**config.mk**
```make
export PLATFORM = sky130hd
export DESIGN_NAME = diff_to_bcd
export DESIGN_NICKNAME = d
export VERILOG_FILES = /design/src/rtl/diff_to_bcd_pkg.sv /design/src/rtl/diff_to_bcd_bcd_add3.sv /design/src/rtl/diff_to_bcd.sv
export VERILOG_INCLUDE_DIRS = /design/src /design/src/rtl
export SDC_FILE = /design/constraint.sdc
export NUM_CORES = 1
export LEC_CHECK = 0
export ABC_AREA = 1
export CAP_MARGIN = 0
export CORE_UTILIZATION = 49
export DETAILED_ROUTE_END_ITERATION = 10
export GPL_TIMING_DRIVEN = 0
export PLACE_DENSITY = 0.78
export SLEW_MARGIN = 20
export SYNTH_ARGS = -nofsm -noshare
export SYNTH_HDL_FRONTEND = slang
export SYNTH_SLANG_ARGS = --single-unit
```
**constraint.sdc**
```tcl
create_clock -name clk -period 1.28 [get_ports clk]
set_clock_uncertainty 0.15 [all_clocks]
set_input_delay 0.256 -clock clk [delete_from_list [all_inputs] [get_ports clk]]
set_output_delay 0.256 -clock clk [all_outputs]
set_load 0.05 [all_outputs]
```
**src/rtl/diff_to_bcd_defs.svh**
```systemverilog
// Shared FSM state encodings and the double-dabble correction constants.
// Pulled into diff_to_bcd_pkg so RTL and bench see one definition.
// Include-guarded so repeated inclusion is harmless.
`ifndef DIFF_TO_BCD_DEFS_SVH
`define DIFF_TO_BCD_DEFS_SVH

typedef enum logic [1:0] {
  ST_IDLE  = 2'd0,
  ST_SHIFT = 2'd1,
  ST_DONE  = 2'd2
} state_t;

// A nibble at or above this value gets the correction added before each shift.
localparam logic [3:0] BCD_ADD3_THRESH = 4'd5;
localparam logic [3:0] BCD_ADD3_VAL    = 4'd3;

`endif

```
**src/rtl/diff_to_bcd_pkg.sv**
```systemverilog
// Package wrapper around the shared header.
// Other files import this package.
// Holds only types and constants, with no logic.
package diff_to_bcd_pkg;
  `include "diff_to_bcd_defs.svh"
endpackage

```
**src/rtl/diff_to_bcd_bcd_add3.sv**
```systemverilog
// Double-dabble nibble correction: adds 3 when the nibble is 5 or more.
// Latency: purely combinational.
// Backpressure: none.
module bcd_add3
  import diff_to_bcd_pkg::*;
(
  input  logic [3:0] din,
  output logic [3:0] dout
);

  // Correct the nibble so the following left shift carries into the next BCD digit
  always_comb begin
    dout = din;
    if (din >= BCD_ADD3_THRESH) begin
      dout = din + BCD_ADD3_VAL;
    end
  end

endmodule

```
**src/rtl/diff_to_bcd.sv**
```systemverilog
// Converts a signed subtractor result to sign plus two BCD digits (double dabble).
// Latency: done pulses W+1 edges after the edge that samples start.
// Backpressure: start is ignored while busy; there is no request queue.
module diff_to_bcd
  import diff_to_bcd_pkg::*;
#(
  parameter int W = 6
) (
  input  logic         clk,
  input  logic         rst,
  input  logic         start,
  input  logic [W-1:0] diff,
  input  logic         overflow,
  output logic         busy,
  output logic         done,
  output logic         sign,
  output logic [3:0]   tens,
  output logic [3:0]   ones,
  output logic         err
);

  localparam int CW = $clog2(W + 1);
  localparam int SW = 8 + W;

  state_t        state;
  logic [CW-1:0] cnt;
  logic [SW-1:0] sreg;
  logic          sign_cap;
  logic          err_cap;
  logic [W-1:0]  mag;
  logic [3:0]    tens_adj;
  logic [3:0]    ones_adj;
  logic [SW-1:0] sreg_adj;

  // -2^(W-1) negates to itself, which reads correctly as the unsigned 2^(W-1).
  assign mag = diff[W-1] ? (-diff) : diff;

  bcd_add3 u_tens_add3 (
    .din  (sreg[SW-1 -: 4]),
    .dout (tens_adj)
  );

  bcd_add3 u_ones_add3 (
    .din  (sreg[W+3 -: 4]),
    .dout (ones_adj)
  );

  assign sreg_adj = {tens_adj, ones_adj, sreg[W-1:0]};

  // The done-pulse cycle is treated as the tail of DONE, so a start there is also dropped.
  assign busy = (state != ST_IDLE) | done;

  // Conversion FSM: capture, W shift-and-correct steps, then register the result
  always_ff @(posedge clk or posedge rst) begin
    if (rst) begin
      state    <= ST_IDLE;
      cnt      <= '0;
      sreg     <= '0;
      sign_cap <= 1'b0;
      err_cap  <= 1'b0;
      done     <= 1'b0;
      sign     <= 1'b0;
      tens     <= 4'd0;
      ones     <= 4'd0;
      err      <= 1'b0;
    end else begin
      done <= 1'b0;
      case (state)
        ST_IDLE: begin
          if (start && !done) begin
            sign_cap <= diff[W-1] & ~overflow;
            err_cap  <= overflow;
            sreg     <= {8'd0, mag};
            cnt      <= CW'(W);
            state    <= ST_SHIFT;
          end
        end
        ST_SHIFT: begin
          sreg <= {sreg_adj[SW-2:0], 1'b0};
          cnt  <= cnt - CW'(1);
          if (cnt == CW'(1)) begin
            state <= ST_DONE;
          end
        end
        ST_DONE: begin
          done  <= 1'b1;
          err   <= err_cap;
          sign  <= sign_cap;
          tens  <= err_cap ? 4'd0 : sreg[SW-1 -: 4];
          ones  <= err_cap ? 4'd0 : sreg[W+3 -: 4];
          state <= ST_IDLE;
        end
        default: state <= ST_IDLE;
      endcase
    end
  end

endmodule

```
; After elaboration in Yosys (flattened, before gate mapping)
; Index checks and enable logic that the tools add are counted.
[word_totals]
register_bits = 32
in_bits = 10
out_inout_bits = 12
word_cells = 45
[classes]
add_sub_neg = 4
order_cmp = 2
n_eq_ne = 5
mux = 13
bitwise_logic = 3
n_reduce_logical = 8
[op_table]
columns = operator, count
row1 = case mux 14 bit (2 select lines), 1
row2 = 2-to-1 mux 14 bit, 1
row3 = 2-to-1 mux 4 bit, 3
row4 = "greater-or-equal comparator 4 x 3 -> 1 bit, second input constant", 2
row5 = 2-to-1 mux 3 bit, 2
row6 = 2-to-1 mux 6 bit, 1
row7 = negation 6 bit, 1
row8 = case mux 3 bit (2 select lines), 1
row9 = AND reduction 2 bit, 3
row10 = "adder 4 x 2 -> 4 bit, second input constant", 1
row11 = 2-to-1 mux 2 bit, 2
row12 = "!= test 2 bit, second input constant", 2
row13 = case mux 2 bit (2 select lines), 1
row14 = nonzero test 2 bit, 2
row15 = "adder 3 x 2 -> 3 bit, second input constant", 1
row16 = "== test 3 x 1 -> 1 bit, second input constant", 1
row17 = "subtractor 3 x 1 -> 3 bit, second input constant", 1
row18 = "== test 2 x 1 -> 1 bit, second input constant", 1
row19 = "== test 2 bit, second input constant", 1
row20 = logical NOT 2 bit, 1
row21 = bitwise AND 1 bit, 1
row22 = logical AND 1 bit, 1
row23 = logical NOT 1 bit, 1
row24 = 2-to-1 mux 1 bit, 1
row25 = other kinds (2), 2

; Depth between registers and ports, before layout
; Gate-level depths: netlist of run 1.
[logic_depth]
word_depth = 4
ltp_mapped = 9
ltp_nobuf = 9

; By module
; A second synthesis of run 1 with hierarchy kept.
[unflattened]
hier_cells = 217
hier_area_um2 = 1731.7
[modules_own_cells]
columns = mod, n_inst, cells_per_inst, area_per_inst_um2, seq_area_each_um2
row1 = diff_to_bcd, 1, 171, 1461.4, 800.8
row2 = bcd_add3, 2, 23, 135.1, 0.0

; Least setup slack after synthesis of run 1
; No wires, ideal clock.
[synth_timing]
kind = reg2out
startpoint = reg done
endpoint = out busy
t_arrival_ns = 1.090
t_required_ns = 0.874
slack_ns = -0.216
stages_incl_launch_ff = 3
path_buffers = 0
path_cell_list = dfrtp_1 -> inv_1 -> nand2_1
[synth_via]
elab_chain_len = 1
[synth_rtl]
columns = element, line
row1 = "start, declared", diff_to_bcd.sv:15  ; output logic done,
row2 = "start signal, assigned", diff_to_bcd.sv:61  ; done <= 1'b0;
row3 = "start signal, assigned", diff_to_bcd.sv:67  ; done <= 1'b0;
row4 = "start signal, assigned", diff_to_bcd.sv:86  ; done <= 1'b1;
row5 = OR 1 bit, diff_to_bcd.sv:51  ; assign busy = (state != ST_IDLE) | done;
row6 = "end, declared", diff_to_bcd.sv:14  ; output logic busy,
; Every way passes these cells.

; Worst setup path after layout of run 1
[layout_timing]
startpoint = reg state[0]
endpoint = out busy
[layout_via]
elab_chain_len = 2
[layout_rtl]
columns = element, line
row1 = "start, declared", diff_to_bcd.sv:25  ; state_t state;
row2 = "start signal, assigned", diff_to_bcd.sv:56  ; state <= ST_IDLE;
row3 = "start signal, assigned", diff_to_bcd.sv:75  ; state <= ST_SHIFT;
row4 = "start signal, assigned", diff_to_bcd.sv:82  ; state <= ST_DONE;
row5 = nonzero test 2 bit, diff_to_bcd.sv:51
row6 = OR 1 bit, diff_to_bcd.sv:51
; Every way passes these cells.

==> results_dict.tcl, run 1 <==
set metrics [dict create \
    worst-path-max-fanout 2 \
    synth_area_mm2 0.00164 \
    insertion_delay_ns 0.33 \
    synth-seq-cells 32 \
    rr_worst_depth 6 \
    status "finished, violations left" \
    fmax_mhz 667 \
    yosys_warnings 0 \
    ant_nets 0 \
    start_util 0.527 \
    fp.dieW_um 59.8 \
    finalSetupViolCount 38 \
    period_needed_ns 1.50 \
    rows 20 \
    avgRoutedWirePerCell_um 11.1 \
    netlist_instances 201 \
    diodes 0 \
    grt_usage 0.205 \
    hold_buffers 0 \
    synth_cell_types 22 \
    fin_hold_ws_ns 0.177 \
    worstPathRequired_ns 0.87 \
    min_period_over_period 1.17 \
    clkPwrFrac 0.119 \
    power_switching_w 0.00241 \
    cts_buffers 5 \
    htreeDepth 2 \
    hpwlAfterDp_um 2070 \
    die-area_mm2 0.00357 \
    fillers 267 \
    drc 0 \
    wl_um 3160 \
    switching_share 0.451 \
    min_path_type "input port to asynchronous set/reset pin" \
    leakagePower_nw 1.10 \
    critPathLaunchType "flip-flop" \
    pwr-share-seq 0.325 \
    slew_headroom 0.570 \
    p_comb_frac 0.555 \
    portBuffers 20 \
    worst_slew_pin_slew_ns 0.645 \
    antenna_found_initial 0 \
    fin_ws_ns -0.220 \
    p_per_area_mw_per_mm2 2490 \
    firstDrtPassIters 4 \
    grt_max_degree 33 \
    dp_slack_ns -0.501 \
    synth-seq-area-share 0.489 \
    drive_gt1_frac 0.282 \
    place.gp.congestion 0.861 \
    fin_util 0.690 \
    hold_viol_final 0 \
    maxCapViolations 0 \
    clock_path_buffers 2 \
    die_h_um 59.8 \
    drt_iter0_markers 32 \
    area_growth_pct 30.9 \
    r2r-start "state[0]" \
    rsz0062_at_grt "true" \
    ir_worst_vdd_mv 0.840 \
    reg2reg_to "err" \
    num_vias 1399 \
    viasPerCell 4.91 \
    avgSynthCellArea_um2 8.14 \
    p_int_w 0.00294 \
    fin_tns_setup_ns -3.10 \
    clkSinkCount 32 \
    cts_tree "done" \
    failed_checks "negative setup slack" \
    synth_nets 218 \
    fp.coreArea_mm2 0.00310 \
    crit_arrival_ns 1.09 \
    reg2reg_slack_ns -0.20 \
    overflow 0 \
    slew_viol_final 0 \
    grt_first_pass_wirelength_um 5410 \
    nets 258 \
    io_pins 22 \
    clkSlewWorstSetupHoldPaths_ns 0.09 \
    critPathKind "flip-flop to output pin" \
    crit_path_end_kind "output pin" \
    grt_pass1_vias 1314 \
    root_buffer "clkbuf_4" \
]
[state kept, by name (all words and copies together), names as in the netlist]
| name | count |
|---|---|
| sreg | 14 |
| ones | 4 |
| tens | 4 |
| cnt | 3 |
| state | 2 |
| done | 1 |
| err | 1 |
| err_cap | 1 |
| sign | 1 |
| sign_cap | 1 |
[layout by cell type (no fill, tap or decap), drive strengths merged]
master,Yosys,final
a21oi,2,2
buf,3,28
clkbuf,1,8
clkdlybuf4s50,0,8
dfrtp,32,32
ha,7,7
inv,30,30
nand2,66,66
nand3,22,22
nand4,2,2
nor2,11,11
o21a,2,2
o21ai,20,20
o21bai,1,1
o22ai,1,1
or2,1,1
[logic make-up after synthesis]
family                     after synthesis  synth area share
AOI/OAI and AO/OA                       26             0.103
and+or+nand+nor                        102             0.266
buffers and inverters                   34            0.0879
adders and majority gates                7            0.0535
DFF                                     32             0.489
[power groups by stage]
stage          registers (W)  clock network, W  logic [W]
3_3_place_gp         0.00170                 0    0.00243
2_1_floorplan        0.00210                 0    0.00146
3_5_place_dp         0.00172                 0    0.00249
6_report             0.00174          0.000638    0.00297
4_1_cts              0.00172          0.000650    0.00283
5_1_grt              0.00178          0.000704    0.00328
[synth_stat cells]
master / instances / share of area
clkbuf_1: 1 / 0.0023
buf_2: 1 / 0.0031
dfrtp_1: 32 / 0.49
o21bai_1: 1 / 0.0046
o22ai_1: 1 / 0.0038
ha_1: 7 / 0.054
nand4_1: 2 / 0.0076
nand3_1: 22 / 0.067
nand2_1: 63 / 0.14
or2_1: 1 / 0.0038
nor2_4: 1 / 0.0069
o21ai_2: 8 / 0.043
nor2_1: 9 / 0.021
o21a_1: 2 / 0.0092
inv_1: 26 / 0.060
o21ai_1: 1 / 0.0031
buf_6: 2 / 0.014
nor2_2: 1 / 0.0038
a21oi_1: 2 / 0.0061
o21ai_0: 11 / 0.034
nand2_2: 3 / 0.011
inv_2: 4 / 0.0092
[worst max path at each step]
stage          startpoint       to  depth (start not counted)
2_1_floorplan        done  sreg[0]                          6
3_3_place_gp          rst     done                          2
3_5_place_dp     state[0]     busy                          3
4_1_cts          state[0]     busy                          3
5_1_grt          state[0]     busy                          3
6_report         state[0]     busy                          3
[timing repair]
action / in CTS / in global routing
endpoints found under the setup margin: 40 / 42
resized for setup: 94 / 9
pin swaps: 1 / 0
setup buffers: 10 / 3
[layer usage]
layer  routed length [um]  up-vias  GRT usage
met3                  130        9     0.0671
met5                    0        -          0
met2                 1560       39      0.352
met1                 1370      632      0.238
li1                     -      719          -
met4                  102        0     0.0698
[final cells by class]
| cell class | instances | area, um^2 | area share |
|---|---|---|---|
| Sequential cell | 32 | 803 | 0.375 |
| Multi-Input combinational cell | 135 | 753 | 0.352 |
| Timing Repair Buffer | 33 | 317 | 0.148 |
| Inverter | 30 | 115 | 0.0537 |
| Clock buffer | 7 | 65.1 | 0.0304 |
| Tap cell | 44 | 55.1 | 0.0257 |
| Buffer | 4 | 33.8 | 0.0158 |
[critical path, stage by stage, from the launching register on]
cell	delay, ns
dfrtp_2	0.43
nor2_4	0.13
nand2_2	0.06
buf_6	0.15
[per-stage QoR]
step / total power, W / std cells / cell area, um^2
5_1_grt: 0.00577 / 285 / 2140
4_1_cts: 0.00521 / 282 / 2090
6_report: 0.00534 / 285 / 2140
3_3_place_gp: 0.00414 / 265 / 1900
3_5_place_dp: 0.00421 / 265 / 1900
2_1_floorplan: 0.00356 / 201 / 1650
(Power assumes the default switching activity.)
==> run 2, diff against run 1 <==
Settings changed: CELL_PAD_IN_SITES_DETAIL_PLACEMENT set to 1, CELL_PAD_IN_SITES_GLOBAL_PLACEMENT set to 2, CORE_UTILIZATION 49 to 29.
==> results_dict.tcl, run 2 (synthesized netlist as in run 1, its figures left out) <==
set metrics [dict create \
    hold_viol_final 0 \
    crit_path_end_kind "output pin" \
    leakagePower_nw 1.13 \
    critPathLaunchType "flip-flop" \
    crit_arrival_ns 1.06 \
    finalSetupViolCount 27 \
    rsz0062_at_grt "true" \
    layout_commonest_cell "nand2_1" \
    rows 26 \
    fin_cells 316 \
    drive_gt1_frac 0.325 \
    clock_path_buffers 2 \
    diodes 0 \
    insertion_delay_ns 0.29 \
    overflow 0 \
    htreeDepth 2 \
    path_buf_inv 1 \
    fin_tns_setup_ns -2.59 \
    cts_tree "done" \
    cts_buffers 5 \
    die-area_mm2 0.00595 \
    power_switching_w 0.00258 \
    worstPathRequired_ns 0.87 \
    clkPwrFrac 0.133 \
    place_inst 291 \
    crit_slowest_cell "dfrtp_1" \
    min_period_over_period 1.15 \
    dpl-instance-area_mm2 0.00194 \
    slew_viol_final 0 \
    failed_checks "negative setup slack" \
    ant_nets 0 \
    avgRoutedWirePerCell_um 12.8 \
    slew_headroom 0.535 \
    drc 0 \
    root_buffer "clkbuf_8" \
    cpPeakStageDelay_ns 0.43 \
    clkSlewWorstSetupHoldPaths_ns 0.07 \
    fp.coreArea_mm2 0.00527 \
    viasPerCell 4.60 \
    grt_max_degree 33 \
    p_per_area_mw_per_mm2 2530 \
    status "finished, violations left" \
    critPathKind "flip-flop to output pin" \
    fillers 661 \
    regMostFlops "sreg" \
    clkSinkCount 32 \
    place.gp.congestion 0.689 \
    seq_area_um2 803 \
    drt_iter0_markers 51 \
    min_path_type "input port to asynchronous set/reset pin" \
    pwr-share-seq 0.306 \
    switching_share 0.455 \
    period_needed_ns 1.47 \
    p_comb_frac 0.561 \
    dp_slack_ns -0.506 \
    firstDrtPassIters 2 \
    grt_first_pass_wirelength_um 6890 \
    portBuffers 20 \
    die_h_um 77.1 \
    hpwlAfterDp_um 2600 \
    start_util 0.311 \
    fmax_mhz 681 \
    antenna_found_initial 0 \
    maxCapViolations 0 \
    postLayoutCellArea_mm2 0.00224 \
    io_pins 22 \
    grt_pass1_vias 1433 \
    num_vias 1455 \
    ir_worst_vdd_mv 0.830 \
    worst-path-max-fanout 2 \
    multi_input_area_um2 792 \
    nets 262 \
    grt_usage 0.152 \
    fin_ws_ns -0.188 \
    largest_reg_flops 14 \
    crit_family "flip-flops" \
    final_cell_mix "nand2_1, dfrtp_1, inv_1" \
    worst_slew_pin_slew_ns 0.696 \
    top_regs "sreg: 14 flops, ones: 4 flops, tens: 4 flops" \
    path_cells "nor2_4 > nand2_2 > buf_6" \
    p_int_w 0.00310 \
    area_growth_pct 37.2 \
    fp.dieW_um 77.1 \
    wl_um 4050 \
]
## run 2: final timing paths
kind	startpoint	endpoint	slack [ns]	cells past startpoint
min in group clk	diff[5]	sign_cap	0.26	3
min	rst	tens[2]	0.25	2
max	state[1]	busy	-0.19	3
max reg2reg	state[0]	err	-0.17	6
max in group asynchronous	rst	state[0]	0.25	2
min reg2reg	tens[1]	tens[1]	0.33	2
## run 2: what timing repair did
action | in CTS | in global routing
resized for setup | 102 | 13
endpoints found under the setup margin | 40 | 38
pin swaps | 4 | 1
setup buffers | 10 | 5
hold buffers | 0 | 0
gates cloned | 2 | 0
## run 2: layer usage
layer	share of wire	vias to the layer above	wire length [um]	GRT usage
li1	-	732	-	-
met1	0.49	698	1980	0.194
met2	0.47	20	1900	0.246
met3	0.026	5	104	0.0369
met4	0.017	0	68	0.0566
met5	0	-	0	0
## run 2: area by class of cell
type,count,area share
buffer,4,0.0184
timing repair buffer,36,0.144
sequential,32,0.358
clock buffer,7,0.0340
clock inverter,1,0.00223
multi-input combinational,136,0.353
tap,70,0.0390
inverter,30,0.0513
## run 2: through the flow
stage | utilization | hold WS, ns | power (W)
CTS | 0.410 | 0.262 | 0.00549
global placement | 0.367 | 0.313 | 0.00423
global route | 0.426 | 0.304 | 0.00617
floorplan | - | 0.222 | 0.00356
finish | 0.426 | 0.247 | 0.00568
detailed placement | 0.367 | 0.317 | 0.00430
## run 2: power by group through the flow
stage / sequential (W) / combinational, W / clock, W
2_1_floorplan: 0.00210 / 0.00146 / 0
3_3_place_gp: 0.00171 / 0.00252 / 0
3_5_place_dp: 0.00172 / 0.00257 / 0
4_1_cts: 0.00172 / 0.00300 / 0.000775
5_1_grt: 0.00180 / 0.00353 / 0.000837
6_report: 0.00174 / 0.00319 / 0.000754
